[src/rtl/arp_tx_ctrl_pkg.sv]
// Shared constants for the ARP transmit scheduler: FSM encoding, opcodes and the
// broadcast MAC.
package arp_tx_ctrl_pkg;

  typedef logic [1:0] arp_state_t;

  localparam arp_state_t ST_IDLE      = 2'd0;
  localparam arp_state_t ST_START     = 2'd1;
  localparam arp_state_t ST_WAIT_DONE = 2'd2;
  localparam arp_state_t ST_IFG       = 2'd3;

  localparam logic ARP_OPER_REQ   = 1'b0;
  localparam logic ARP_OPER_REPLY = 1'b1;

  localparam logic [47:0] MAC_BROADCAST = 48'hFFFF_FFFF_FFFF;

  // Bits needed to hold the values 0..n-1.
  function automatic int cnt_w(input int n);
    return (n < 2) ? 1 : $clog2(n);
  endfunction

endpackage

[src/rtl/arp_tx_ctrl_if.sv]
// Request/launch signal bundle between the ARP scheduler and its neighbours
// (RX path, UDP path, ARP payload generator).
interface arp_tx_ctrl_if;

  logic        arp_reply_req;
  logic [47:0] arp_reply_mac;
  logic [31:0] arp_reply_ip;
  logic        arp_resolve_req;
  logic [31:0] arp_resolve_ip;
  logic        arp_resolved;
  logic        tx_frame_busy;
  logic        arp_data_tx_done;

  logic        eth_header_arp_tx_start;
  logic        arp_oper;
  logic [47:0] mac_d_addr;
  logic [31:0] ip_d_addr;
  logic        arp_busy;
  logic        arp_fail;
  logic        arp_drop;
  logic        arp_tx_err;

  modport master (
    output arp_reply_req, arp_reply_mac, arp_reply_ip,
    output arp_resolve_req, arp_resolve_ip, arp_resolved,
    output tx_frame_busy, arp_data_tx_done,
    input  eth_header_arp_tx_start, arp_oper, mac_d_addr, ip_d_addr,
    input  arp_busy, arp_fail, arp_drop, arp_tx_err
  );

  modport slave (
    input  arp_reply_req, arp_reply_mac, arp_reply_ip,
    input  arp_resolve_req, arp_resolve_ip, arp_resolved,
    input  tx_frame_busy, arp_data_tx_done,
    output eth_header_arp_tx_start, arp_oper, mac_d_addr, ip_d_addr,
    output arp_busy, arp_fail, arp_drop, arp_tx_err
  );

endinterface

[src/rtl/arp_tx_ctrl_retry_timer.sv]
// Retransmission timer for the pending resolve request: down-counter, retry count
// and exhaustion detect.
module arp_retry_timer
  import arp_tx_ctrl_pkg::*;
#(
  parameter int RETRY_CYCLES = 125_000_000,
  parameter int MAX_RETRY    = 3
) (
  input  logic clk,
  input  logic rst,
  input  logic clr,
  input  logic launch,
  output logic retry_due,
  output logic retry_exh
);

  localparam int TMR_W = cnt_w(RETRY_CYCLES);
  localparam int CNT_W = cnt_w(MAX_RETRY + 1);
  localparam logic [TMR_W-1:0] TMR_LOAD = TMR_W'(RETRY_CYCLES - 1);
  localparam logic [CNT_W-1:0] CNT_MAX  = CNT_W'(MAX_RETRY);

  logic [TMR_W-1:0] tmr;
  logic [CNT_W-1:0] retry_cnt;
  logic             sent;
  logic             tmr_zero;

  // retry_cnt only advances on retransmissions; the first send just marks 'sent'.
  always_ff @(posedge clk or posedge rst) begin
    if (rst) begin
      tmr       <= '0;
      retry_cnt <= '0;
      sent      <= 1'b0;
    end else if (clr) begin
      tmr       <= '0;
      retry_cnt <= '0;
      sent      <= 1'b0;
    end else if (launch) begin
      tmr  <= TMR_LOAD;
      sent <= 1'b1;
      if (sent) retry_cnt <= retry_cnt + 1'b1;
    end else if (!tmr_zero) begin
      tmr <= tmr - 1'b1;
    end
  end

  assign tmr_zero  = (tmr == '0);
  assign retry_due = tmr_zero && (!sent || retry_cnt != CNT_MAX);
  assign retry_exh = tmr_zero && sent && (retry_cnt == CNT_MAX);

endmodule

[src/rtl/arp_tx_ctrl.sv]
// ARP frame scheduler for the gmii_tx_clk domain: queues replies and resolve
// requests, launches one frame at a time, enforces IFG and watches for completion.
module arp_tx_ctrl
  import arp_tx_ctrl_pkg::*;
#(
  parameter int RETRY_CYCLES = 125_000_000,
  parameter int MAX_RETRY    = 3,
  parameter int IFG_CYCLES   = 12,
  parameter int DONE_TIMEOUT = 2048
) (
  input logic          aclk,
  input logic          areset,
  arp_tx_ctrl_if.slave arp
);

  localparam int WD_W  = cnt_w(DONE_TIMEOUT);
  localparam int IFG_W = cnt_w(IFG_CYCLES);
  localparam logic [WD_W-1:0]  WD_LAST  = WD_W'(DONE_TIMEOUT - 1);
  localparam logic [IFG_W-1:0] IFG_LAST = IFG_W'(IFG_CYCLES - 1);

  arp_state_t  state;
  logic        reply_pend, reply_refill, job_reply, req_pend;
  logic [47:0] reply_mac, mac_q;
  logic [31:0] reply_ip, req_ip, ip_q;
  logic        oper_q, fail_q, drop_q, err_q;
  logic [WD_W-1:0]  wd_cnt;
  logic [IFG_W-1:0] ifg_cnt;
  logic        retry_due, retry_exh, retry_clr;
  logic        resolve_take, fail_now, load, load_reply, load_req;

  always_comb begin
    resolve_take = arp.arp_resolve_req && (!req_pend || arp.arp_resolve_ip != req_ip);
    fail_now     = req_pend && retry_exh && !arp.arp_resolved && !resolve_take;
    load         = (state == ST_IDLE) && !arp.tx_frame_busy &&
                   (reply_pend || (req_pend && retry_due));
    load_reply   = load && reply_pend;
    load_req     = load && !reply_pend;
    retry_clr    = resolve_take || arp.arp_resolved || fail_now;
  end

  arp_retry_timer #(
    .RETRY_CYCLES (RETRY_CYCLES),
    .MAX_RETRY    (MAX_RETRY)
  ) u_retry (
    .clk       (aclk),
    .rst       (areset),
    .clr       (retry_clr),
    .launch    (load_req),
    .retry_due (retry_due),
    .retry_exh (retry_exh)
  );

  // Request slots. A reply that lands in the load cycle must survive the START clear.
  always_ff @(posedge aclk or posedge areset) begin
    if (areset) begin
      reply_pend   <= 1'b0;
      reply_mac    <= '0;
      reply_ip     <= '0;
      reply_refill <= 1'b0;
      drop_q       <= 1'b0;
      req_pend     <= 1'b0;
      req_ip       <= '0;
      fail_q       <= 1'b0;
    end else begin
      drop_q       <= arp.arp_reply_req && reply_pend;
      reply_refill <= load_reply && arp.arp_reply_req;
      if (arp.arp_reply_req) begin
        reply_pend <= 1'b1;
        reply_mac  <= arp.arp_reply_mac;
        reply_ip   <= arp.arp_reply_ip;
      end else if (state == ST_START && job_reply && !reply_refill) begin
        reply_pend <= 1'b0;
      end

      fail_q <= fail_now;
      if (resolve_take) begin
        req_pend <= 1'b1;
        req_ip   <= arp.arp_resolve_ip;
      end else if (arp.arp_resolved || fail_now) begin
        req_pend <= 1'b0;
      end
    end
  end

  // Launch FSM: IDLE -> START -> WAIT_DONE -> IFG -> IDLE.
  always_ff @(posedge aclk or posedge areset) begin
    if (areset) begin
      state     <= ST_IDLE;
      job_reply <= 1'b0;
      oper_q    <= 1'b0;
      mac_q     <= '0;
      ip_q      <= '0;
      wd_cnt    <= '0;
      ifg_cnt   <= '0;
      err_q     <= 1'b0;
    end else begin
      err_q   <= 1'b0;
      ifg_cnt <= (state == ST_IFG) ? ifg_cnt + 1'b1 : '0;
      if (load) wd_cnt <= '0;
      else if (state == ST_START || state == ST_WAIT_DONE) wd_cnt <= wd_cnt + 1'b1;

      case (state)
        ST_IDLE: begin
          if (load) begin
            state     <= ST_START;
            job_reply <= load_reply;
            oper_q    <= load_reply ? ARP_OPER_REPLY : ARP_OPER_REQ;
            mac_q     <= load_reply ? reply_mac : MAC_BROADCAST;
            ip_q      <= load_reply ? reply_ip : req_ip;
          end
        end
        ST_START: state <= ST_WAIT_DONE;
        ST_WAIT_DONE: begin
          if (arp.arp_data_tx_done) begin
            state <= ST_IFG;
          end else if (wd_cnt == WD_LAST) begin
            state <= ST_IFG;
            err_q <= 1'b1;
          end
        end
        default: begin
          if (ifg_cnt == IFG_LAST) state <= ST_IDLE;
        end
      endcase
    end
  end

  assign arp.eth_header_arp_tx_start = (state == ST_START);
  assign arp.arp_busy                = (state != ST_IDLE);
  assign arp.arp_oper                = oper_q;
  assign arp.mac_d_addr              = mac_q;
  assign arp.ip_d_addr               = ip_q;
  assign arp.arp_fail                = fail_q;
  assign arp.arp_drop                = drop_q;
  assign arp.arp_tx_err              = err_q;

endmodule
[src/flat_wrapper.sv]
// flat-port wrapper written by rule: the top's interface ports become plain ports
module arp_tx_ctrl_flat import arp_tx_ctrl_pkg::*;
#(
  parameter int RETRY_CYCLES = 125_000_000,
  parameter int MAX_RETRY    = 3,
  parameter int IFG_CYCLES   = 12,
  parameter int DONE_TIMEOUT = 2048
)
  (aclk, areset, arp_arp_reply_req, arp_arp_reply_mac, arp_arp_reply_ip, arp_arp_resolve_req, arp_arp_resolve_ip, arp_arp_resolved, arp_tx_frame_busy, arp_arp_data_tx_done, arp_eth_header_arp_tx_start, arp_arp_oper, arp_mac_d_addr, arp_ip_d_addr, arp_arp_busy, arp_arp_fail, arp_arp_drop, arp_arp_tx_err);
  arp_tx_ctrl_if arp_i ();
  input logic aclk;
  input logic areset;
  input wire logic [$bits(arp_i.arp_reply_req)-1:0] arp_arp_reply_req;
  input wire logic [$bits(arp_i.arp_reply_mac)-1:0] arp_arp_reply_mac;
  input wire logic [$bits(arp_i.arp_reply_ip)-1:0] arp_arp_reply_ip;
  input wire logic [$bits(arp_i.arp_resolve_req)-1:0] arp_arp_resolve_req;
  input wire logic [$bits(arp_i.arp_resolve_ip)-1:0] arp_arp_resolve_ip;
  input wire logic [$bits(arp_i.arp_resolved)-1:0] arp_arp_resolved;
  input wire logic [$bits(arp_i.tx_frame_busy)-1:0] arp_tx_frame_busy;
  input wire logic [$bits(arp_i.arp_data_tx_done)-1:0] arp_arp_data_tx_done;
  output wire logic [$bits(arp_i.eth_header_arp_tx_start)-1:0] arp_eth_header_arp_tx_start;
  output wire logic [$bits(arp_i.arp_oper)-1:0] arp_arp_oper;
  output wire logic [$bits(arp_i.mac_d_addr)-1:0] arp_mac_d_addr;
  output wire logic [$bits(arp_i.ip_d_addr)-1:0] arp_ip_d_addr;
  output wire logic [$bits(arp_i.arp_busy)-1:0] arp_arp_busy;
  output wire logic [$bits(arp_i.arp_fail)-1:0] arp_arp_fail;
  output wire logic [$bits(arp_i.arp_drop)-1:0] arp_arp_drop;
  output wire logic [$bits(arp_i.arp_tx_err)-1:0] arp_arp_tx_err;
  assign arp_i.arp_reply_req = arp_arp_reply_req;
  assign arp_i.arp_reply_mac = arp_arp_reply_mac;
  assign arp_i.arp_reply_ip = arp_arp_reply_ip;
  assign arp_i.arp_resolve_req = arp_arp_resolve_req;
  assign arp_i.arp_resolve_ip = arp_arp_resolve_ip;
  assign arp_i.arp_resolved = arp_arp_resolved;
  assign arp_i.tx_frame_busy = arp_tx_frame_busy;
  assign arp_i.arp_data_tx_done = arp_arp_data_tx_done;
  assign arp_eth_header_arp_tx_start = arp_i.eth_header_arp_tx_start;
  assign arp_arp_oper = arp_i.arp_oper;
  assign arp_mac_d_addr = arp_i.mac_d_addr;
  assign arp_ip_d_addr = arp_i.ip_d_addr;
  assign arp_arp_busy = arp_i.arp_busy;
  assign arp_arp_fail = arp_i.arp_fail;
  assign arp_arp_drop = arp_i.arp_drop;
  assign arp_arp_tx_err = arp_i.arp_tx_err;
  arp_tx_ctrl #(.RETRY_CYCLES(RETRY_CYCLES), .MAX_RETRY(MAX_RETRY), .IFG_CYCLES(IFG_CYCLES), .DONE_TIMEOUT(DONE_TIMEOUT)) u_core (.aclk(aclk), .areset(areset), .arp(arp_i));
endmodule
[config.mk]
export PLATFORM = sky130hd
export DESIGN_NAME = arp_tx_ctrl_flat
export DESIGN_NICKNAME = d
export VERILOG_FILES = /design/src/rtl/arp_tx_ctrl_pkg.sv /design/src/rtl/arp_tx_ctrl_if.sv /design/src/rtl/arp_tx_ctrl_retry_timer.sv /design/src/rtl/arp_tx_ctrl.sv /design/src/flat_wrapper.sv
export SDC_FILE = /design/constraint.sdc
export NUM_CORES = 1
export LEC_CHECK = 0
export ABC_AREA = 1
export CAP_MARGIN = 5
export CELL_PAD_IN_SITES_DETAIL_PLACEMENT = 0
export CELL_PAD_IN_SITES_GLOBAL_PLACEMENT = 1
export CORE_UTILIZATION = 43
export DETAILED_ROUTE_END_ITERATION = 12
export PLACE_DENSITY = 0.93
export RECOVER_POWER = 25
export SYNTH_ARGS = -nofsm -noshare
export SYNTH_HDL_FRONTEND = slang
export SYNTH_SLANG_ARGS = --single-unit
[constraint.sdc]
create_clock -name aclk -period 17.2 [get_ports aclk]
set_input_delay 1.72 -clock aclk [delete_from_list [all_inputs] [get_ports aclk]]
set_output_delay 1.72 -clock aclk [all_outputs]
set_load 0.02 [all_outputs]
Yosys cells after proc, flatten, opt, wreduce, memory -nomap -nowiden

Cells that the tools add are included.

Bits in registers: 247
Word-level logic and storage cells: 102
Output and inout bits: 86

Reduce and logical (&&, ||, !) cells: 42
Muxes and demuxes: 26
Equal/unequal tests: 11
Add/sub/neg operators: 4

Operator list:

| kind                                                                     | count |
|---|---|
| 27-bit two-way mux                                                       | 3 |
| 48-bit two-way mux                                                       | 1 |
| 32-bit two-way mux                                                       | 1 |
| 32-bit inequality test                                                   | 1 |
| 27-bit logical NOT                                                       | 1 |
| 27-bit by 1-bit subtractor with 27-bit output (second input constant)    | 1 |
| 11-bit two-way mux                                                       | 2 |
| 1-bit logical AND                                                        | 16 |
| 2-bit two-way mux                                                        | 7 |
| 2-bit nonzero test                                                       | 6 |
| 11-bit by 1-bit adder with 11-bit output (second input constant)         | 1 |
| 11-bit == test (second input constant)                                   | 1 |
| 1-bit two-way mux                                                        | 10 |
| 1-bit logical NOT                                                        | 7 |
| 1-bit logical OR                                                         | 7 |
| 2-bit == test (second input constant)                                    | 3 |
| 2-bit one-hot mux with 3 select lines                                    | 1 |
| 4-bit by 1-bit adder with 4-bit output (second input constant)           | 1 |
| 4-bit == test (second input constant)                                    | 1 |
| 4-bit two-way mux                                                        | 1 |
| 2-bit AND reduction                                                      | 2 |
| 4-bit nonzero test                                                       | 1 |
| 3-bit by 1-bit inequality test with 1-bit output (second input constant) | 1 |
| 3-bit inequality test (second input constant)                            | 1 |
| 6 further kinds                                                          | 6 |

Depth between registers and ports, before layout

Depth after elaboration: 9
Depth in mapped cells: 14

Modules after synthesis

Synthesis repeated with hierarchy kept, for this count alone.

Cell total of the unflattened synthesis: 1325
Area, all modules: 11061.9 um^2

Modules (own cells, without submodules):

| module          | instances | area each (um^2) | cells an instance |
|---|---|---|---|
| arp_tx_ctrl     | 1         | 9131.3           | 1035 |
| arp_retry_timer | 1         | 1930.6           | 290 |

Worst setup path after synthesis

No wires, ideal clock.

Path kind: input -> register
Start point: in arp_tx_frame_busy
End point: reg u_core.u_retry.tmr[1]
Arrival time: 2751 ps
Setup time: 119 ps
Required time: 17081 ps
Setup slack: 14331 ps
Stages: 6
Cell sequence: inv_1 > nand2_2 > o41ai_2 > inv_1 > nand4_1 > nand2_1

Longest elaborated chain between the ends: 6
Elaborated cells on any way between the ends: 7
Those cells by class: eq/ne (1); mux (2); reduce/logical (4)

RTL lines:

| element                             | RTL line                      | text |
|---|---|---|
| from (decl)                         | flat_wrapper.sv:19            | `input wire logic [$bits(arp_i.tx_frame_busy)-1:0] arp_tx_frame_busy;` |
| 1-bit logical NOT (*)               | arp_tx_ctrl.sv:34             | `load = (state == ST_IDLE) && !arp.tx_frame_busy &&` |
| 1-bit logical AND (*) (2 in series) | arp_tx_ctrl.sv:34             |  |
| 1-bit logical AND (*)               | arp_tx_ctrl.sv:37             | `load_req = load && !reply_pend;` |
| 27-bit two-way mux                  | arp_tx_ctrl_retry_timer.sv:37 | `end else if (launch) begin` |
| 27-bit two-way mux                  | arp_tx_ctrl_retry_timer.sv:33 | `end else if (clr) begin` |
| to (signal assigned)                | arp_tx_ctrl_retry_timer.sv:42 | `tmr <= tmr - 1'b1;` |
| to (decl)                           | arp_tx_ctrl_retry_timer.sv:22 | `logic [TMR_W-1:0] tmr;` |

Every way passes the cells marked *; elsewhere a longest branch is shown, timed or not.
A chain may end at the register's enable or synchronous reset.

==> metrics.log <==
INFO  metric synth.cell_area = 11300 um2
INFO  metric ys_seq_elements = 246
INFO  metric slew_viol_final = 192
INFO  metric setup.worst_path.start_class = input pin
INFO  metric worstPathRequired = 17.61 ns
INFO  metric grt_overflow = 0
INFO  metric hold_violations = 0
INFO  metric cts_root_buf = clkbuf_16
INFO  metric final_net_count = 1594
INFO  metric clock-sinks = 246
INFO  metric timing.critical_path.mode_cell = nand2_1
INFO  metric detail_route.iter0.violations = 664
INFO  metric criticalPathCategory = in2reg
INFO  metric floorplan.die.height = 164 um
INFO  metric synthArstFlopShare = 100%
INFO  metric synthTopCellsByArea = dfrtp_1 54%, nand2_1 15%, o22a_1 3.7%
INFO  metric route.vias.total = 9153
INFO  metric p_leak = 7.04 nW
INFO  metric yosysWarnings = 0
INFO  metric mux_contribution_to_synthesized_area = 0%
INFO  metric cts_resized = 0
INFO  metric post_route_drc_violation_count = 0
INFO  metric powerDensity = 191 nW/um2
INFO  metric holdBufCountCts = 0
INFO  metric finClkSkew = 0.0124 ns
INFO  metric postCtsSetupRepairBufs = 0
INFO  metric violations = capacitance limit, slew limit
INFO  metric detail_route.wl_per_cell = 16.3 um
INFO  metric tritoncts = built
INFO  metric yosys.cell_count.top_type = nand2_1
INFO  metric postSynthNetCount = 1413
INFO  metric worst_path_largest_cell_delay = 2.63 ns
INFO  metric drt_pass1_iterations = 4
INFO  metric seq_area_frac_synth = 54.5%
INFO  metric synth_adder_area_share = 1.11%
INFO  metric global_route.usage.total = 22.5%
INFO  metric post_route_fraction_of_the_period_consumed_by_the_critical_path = 39.5%
INFO  metric synthFlopType = dfrtp_1
INFO  metric post_synth_and_or_nand_nor_area_fraction = 26.0%
INFO  metric timing.critical_path.max_delay_family = buffers and inverters
INFO  metric synth_compound_gate_area_share = 9.96%
INFO  metric grt_first_pass_wirelength = 47400 um
INFO  metric cp_max_fo = 82
INFO  metric route.detailed.vias_per_inst = 5.04
INFO  metric timing.max_cap.violations = 2
INFO  metric synth_commonest_cells = 465 x nand2_1, 246 x dfrtp_1, 99 x inv_1, 94 x nor2_1, 56 x o21ai_0
INFO  metric rsz0062_at_grt = no
INFO  metric cts-buffers-inserted = 26
INFO  metric dp_hpwl = 20200 um
INFO  metric cts.reportedPaths.clkPinSlew = 0.06 ns
INFO  metric critical_path.cell_chain = buf_2 > clkbuf_1 > inv_1 > buf_4 > nand2_1 > nand2_1
INFO  metric htree_num_levels = 1
INFO  metric combinational_family_with_the_most_area_after_synthesis = simple AND/OR/NAND/NOR gates
INFO  metric clk-insertion-delay-late = 0.53 ns
INFO  metric syn_to_final_growth = 27.3%
INFO  metric antenna_left = 0
INFO  metric netlist.area_leader.share = 54.5%
INFO  metric grt_antenna_before_repair = 2
INFO  metric die_w = 164 um
INFO  metric slowest_stage = clkbuf_1
INFO  metric portBuffers = 204
INFO  metric synth_xor_area_share = 1.94%
INFO  metric core.rowCount = 58
INFO  metric routed_wirelength = 29600 um
INFO  metric initial_utilization = 44.4%
INFO  metric fill_cells = 2245
INFO  metric placeableCoreArea = 25500 um2
INFO  metric fin_hold_ws = 0.465 ns
INFO  metric synth_top_cell_by_area = dfrtp_1
INFO  metric critPathCaptureType = flip-flop
INFO  metric drive_gt1_share = 8.15%
INFO  metric floorplan_die_area = 26900 um2
INFO  metric run_status = complete, but fails checks
INFO  metric maxClockFrequency = 0.147 GHz
INFO  metric synth_edf_count = 0
INFO  metric worstHoldPathType = reg2reg
INFO  metric synthDistinctLibCells = 42
INFO  metric maximum_number_of_pins_on_one_net_before_global_route_repair = 109
INFO  metric syn-mean-instance-area = 8.80 um2
INFO  metric worst_ep_arrival_time = 7.20 ns
INFO  metric netlist_instances = 1284
INFO  metric period_needed = 6.80 ns
INFO  metric final-setup-viol-count = 0
INFO  metric design.portCount = 205
INFO  metric fin_setup_tns = 0 ns
INFO  metric cp_num_buf_inv = 4
INFO  metric final_gp_congestion = 0.874
INFO  metric max-clock-path-buffers = 3
INFO  metric peakVddDrop = 0.130 mV
INFO  metric first_global_vias = 8879
INFO  metric slew_limit_headroom = -214%
INFO  metric worst_pin_slew = 4.68 ns
-- final cells by class --
class	instances	area [um2]	area share, %
tap	330	413	2.87
sequential	246	6160	42.8
multi-input combinational	876	4420	30.7
clock buffer	39	791	5.50
clock inverter	9	125	0.870
antenna	1	2.50	0.0174
inverter	105	398	2.77
timing repair buffer	210	2080	14.4
-- tightest hold or removal path, delay by kind of cell, from the launching register on --
family | cells | cell delay, ns
flip-flops | 1 | 0.34
AND/OR/NAND/NOR | 2 | 0.09
-- cells in the final DEF (no fill, tap or decap), drive strengths merged, types with 5 or more instances in the layout --
master and count:
a21oi 13, a31oi 11, buf 6, clkbuf 40, clkdlybuf4s50 201, dfrtp 246, ha 10, inv 104
nand2 471, nand3 53, nand3b 5, nand4 31, nor2 106, nor3 11, o21ai 79, o22a 48
or2 7, xnor2 13, xor2 12
-- through the flow --
step           setup slack (ns)  power [mW]  std cells  area, um2  utilization [%]
6_report                  10.40        2.74       1816      14400             56.5
4_1_cts                   13.04        2.76       1815      14400             56.5
2_1_floorplan              8.72        1.75       1284      11300                -
5_1_grt                    9.84        2.92       1816      14400             56.5
3_3_place_gp              12.51        2.13       1767      13500             52.9
3_5_place_dp              12.48        2.15       1767      13500             52.9
-- sequential cells by signal, summed over array words and instances (netlist names), 2 cells and up --
signal / count
u_core.reply_mac: 48
u_core.reply_ip: 32
u_core.arp.mac_d_addr: 48
u_core.wd_cnt: 11
u_core.state: 2
u_core.arp.ip_d_addr: 32
u_core.ifg_cnt: 4
u_core.req_ip: 32
u_core.u_retry.retry_cnt: 2
u_core.u_retry.tmr: 27
-- power breakdown --
group | internal (mW) | switching [mW]
clock | 0.362 | 0.231
sequential | 0.737 | 0.126
combinational | 0.522 | 0.764
total | 1.62 | 1.12
-- worst paths after layout --
path,endpoint,cells after the start,startpoint,slack (ns)
max,u_core.reply_mac[30],6,arp_arp_reply_req,10.40
min in group asynchronous,u_core.reply_mac[7],2,areset,3.07
min reg2reg,u_core.reply_ip[26],2,u_core.reply_ip[26],0.47
max in group asynchronous,u_core.req_ip[17],4,areset,10.86
min,u_core.reply_ip[26],2,u_core.reply_ip[26],0.47
max reg2reg,u_core.arp.ip_d_addr[23],9,u_core.state[0],14.27
-- metal layers --
layer  track usage (%)  vias to the layer above  part of all wire (%)
met1              32.0                     4383                    46
met2              34.3                      258                    44
li1                  -                     4470                     -
met5                 0                        -                 0.037
met4              5.05                        2                   2.0
met3              5.98                       40                   7.5
-- cells by family after synthesis --
group	Yosys count
adders and majority gates	10
and+or+nand+nor	687
AOI/OAI and AO/OA	154
xor gates and xnor gates	25
buffers and inverters	162
DFF	246
(Power assumes the default switching activity.)
==> patch: new RTL, config.mk and constraints unchanged <==
`DONE_TIMEOUT` is set to 2048 in 2 places; all go to 1024.
--- a/src/rtl/arp_tx_ctrl.sv
+++ b/src/rtl/arp_tx_ctrl.sv
@@ -6,7 +6,7 @@
   parameter int RETRY_CYCLES = 125_000_000,
   parameter int MAX_RETRY    = 3,
   parameter int IFG_CYCLES   = 12,
-  parameter int DONE_TIMEOUT = 2048
+  parameter int DONE_TIMEOUT = 1024
 ) (
   input logic          aclk,
   input logic          areset,
--- a/src/flat_wrapper.sv
+++ b/src/flat_wrapper.sv
@@ -4,7 +4,7 @@
   parameter int RETRY_CYCLES = 125_000_000,
   parameter int MAX_RETRY    = 3,
   parameter int IFG_CYCLES   = 12,
-  parameter int DONE_TIMEOUT = 2048
+  parameter int DONE_TIMEOUT = 1024
 )
   (aclk, areset, arp_arp_reply_req, arp_arp_reply_mac, arp_arp_reply_ip, arp_arp_resolve_req, arp_arp_resolve_ip, arp_arp_resolved, arp_tx_frame_busy, arp_arp_data_tx_done, arp_eth_header_arp_tx_start, arp_arp_oper, arp_mac_d_addr, arp_ip_d_addr, arp_arp_busy, arp_arp_fail, arp_arp_drop, arp_arp_tx_err);
   arp_tx_ctrl_if arp_i ();
Check against the original RTL: same outputs for any inputs over 4 cycles, from zero or initial values and one cycle with areset high; that may be too few to reach the edited logic, so the function may still have changed.
==> patch against the unedited design <==
  * The flow still finishes with violations (capacitance limit, slew limit)
  * Sequential cell count is 1 lower
  * Global-route usage is 0.58 points lower
  * Highest routed layer unchanged
  * Synthesized cell count is 1.4% higher
  * Largest power group unchanged
  * Wire length is 5.3% lower
  * Total power is 4.8% lower
  * Area after synthesis is 2.2% lower
  * Final area is 0.88% lower
  * Critical endpoint is now u_core.reply_mac[3]$_DFFE_PP0P_
  * Worst setup slack better by 1.1 ns
  * Critical path type unchanged
  * Largest cell class unchanged
==> patch: results (changes against the unedited design) <==
[status]
violations=capacitance limit, slew limit
status=finished, violations left

[pwr]
power_switching_uw=1030  ; -7.9%
pwr-share-comb_pct=44.4  ; -2.5 points
seq_power_share_pct=32.2  ; +0.7 points
peakVddDrop_mv=0.104  ; -20%
p_leak_uw=0.00688  ; -2.2%
power.density_nw_per_um2=183  ; -3.9%

[timing]
final.setup_skew_ns=0.0154  ; +0.00305 ns
finalMaxSlewViolations=227  ; +18%
fin_hold_ws_ns=0.457  ; -0.00769 ns
worst_pin_slew_ns=4.40  ; -0.281 ns

[global_routing]
antenna_found_initial=3  ; +1
grt_max_degree=101  ; -7.3%
grt_use_total_pct=21.9  ; -0.58 points
use_met1_pct=29.8  ; -2.3 points
grt_pass1_wl_mm=46.0  ; -3.1%
gr-usage-met2_pct=35.6  ; +1.3 points
grt_pass1_vias=9026  ; +1.7%
grt.overflow.total=0  ; unchanged
grtUsageMet3_pct=3.86  ; -2.1 points

[worst_setup_path]
reg2reg_from=u_core.state[0]$_DFFE_PP0P_
timing.rr.end=u_core.arp.mac_d_addr[35]$_DFFE_PP0P_
arrival_ns=6.11  ; -1.09 ns
r2r_setup_slack_ns=13.44  ; -0.83 ns
path_max_fanout=68  ; -17%
slowest_delay_ns=2.08  ; -0.55 ns
endpoint=u_core.reply_mac[3]$_DFFE_PP0P_
reg2reg_depth=10  ; +1

[cells_and_area]
drive_gt1_share_pct=7.02  ; -1.1 points
fillers=2259  ; +0.62%
nNetsFinal=1617  ; +1.4%

[synthesis]
synth_nets=1431  ; +1.3%
synth-compound-area-share_pct=9.58  ; -0.38 points
yosys-top-cells-area=dfrtp_1, nand2_1, nor2_1
syn_avg_cell_area_um2=8.49  ; -3.5%
synthAdderAreaFrac_pct=1.13  ; +0.025 points
ys_top_cells_by_count=nand2_1, dfrtp_1, nor2_1, inv_1, o21ai_0
yosysSeqAreaShare_pct=55.5  ; +0.99 points
synth.distinct_cells=34  ; -19%
synth-xor-area-share_pct=2.38  ; +0.44 points

[routing]
wl_per_cell_um=15.3  ; -6.6%
detail_route.first_pass.iterations=5  ; +1
vias=9104  ; -0.54%
dr_wl_met2_mm=13.1  ; -0.79%
drt_first_iter_violations=624  ; -6.0%
routed_wl_mm=28.1  ; -5.3%
drt-met1-wl_mm=12.6  ; -7.7%
met3_length_mm=1.70  ; -23%

[clock_tree]
post-cts-setup-buffers=0  ; unchanged
cts_buffers=27  ; +3.8%

[placement]
dp_slack_ns=11.96  ; -0.512 ns
post-place-cells=1789  ; +1.2%
gp_congestion=0.800  ; -8.5%
hpwlAfterDp_mm=19.1  ; -5.3%

[flow_run]
cap_viol_max_count=3  ; +1

[worst_hold_path]
whs_endpoint=u_core.ifg_cnt[0]$_DFF_PP0_
holdPathStages=1  ; -1
min_from=u_core.ifg_cnt[0]$_DFF_PP0_

[patch: cell types whose count changed after synthesis, sizes merged, moves of 21 or more]
cell,before,now
nor2,106,161
o22a,48,7
a31oi,11,32
nand2,471,383
inv,105,150
a21oi,13,50
[patch: layout make-up]
cell class / count / area, µm² / area share, %
inverter: 151 / 568 / 3.98
timing repair buffer: 212 / 2090 / 14.7
antenna: 2 / 5.00 / 0.0351
multi-input combinational: 851 / 4100 / 28.7
tap: 330 / 413 / 2.90
sequential: 245 / 6130 / 43.0
clock inverter: 10 / 160 / 1.12
clock buffer: 40 / 795 / 5.57
[patch: critical path: cells and delay by family]
kind / cells / cell delay [ns]
AND/OR/NAND/NOR: 2 / 0.18
buffers and inverters: 4 / 4.16
[patch: stage by stage]
stage	util (%)	instance area, µm²
after floorplan	-	11100
after global placement	52.9	13300
after detailed placement	52.9	13300
after CTS	56.7	14300
after global routing	56.6	14300
final	56.6	14300
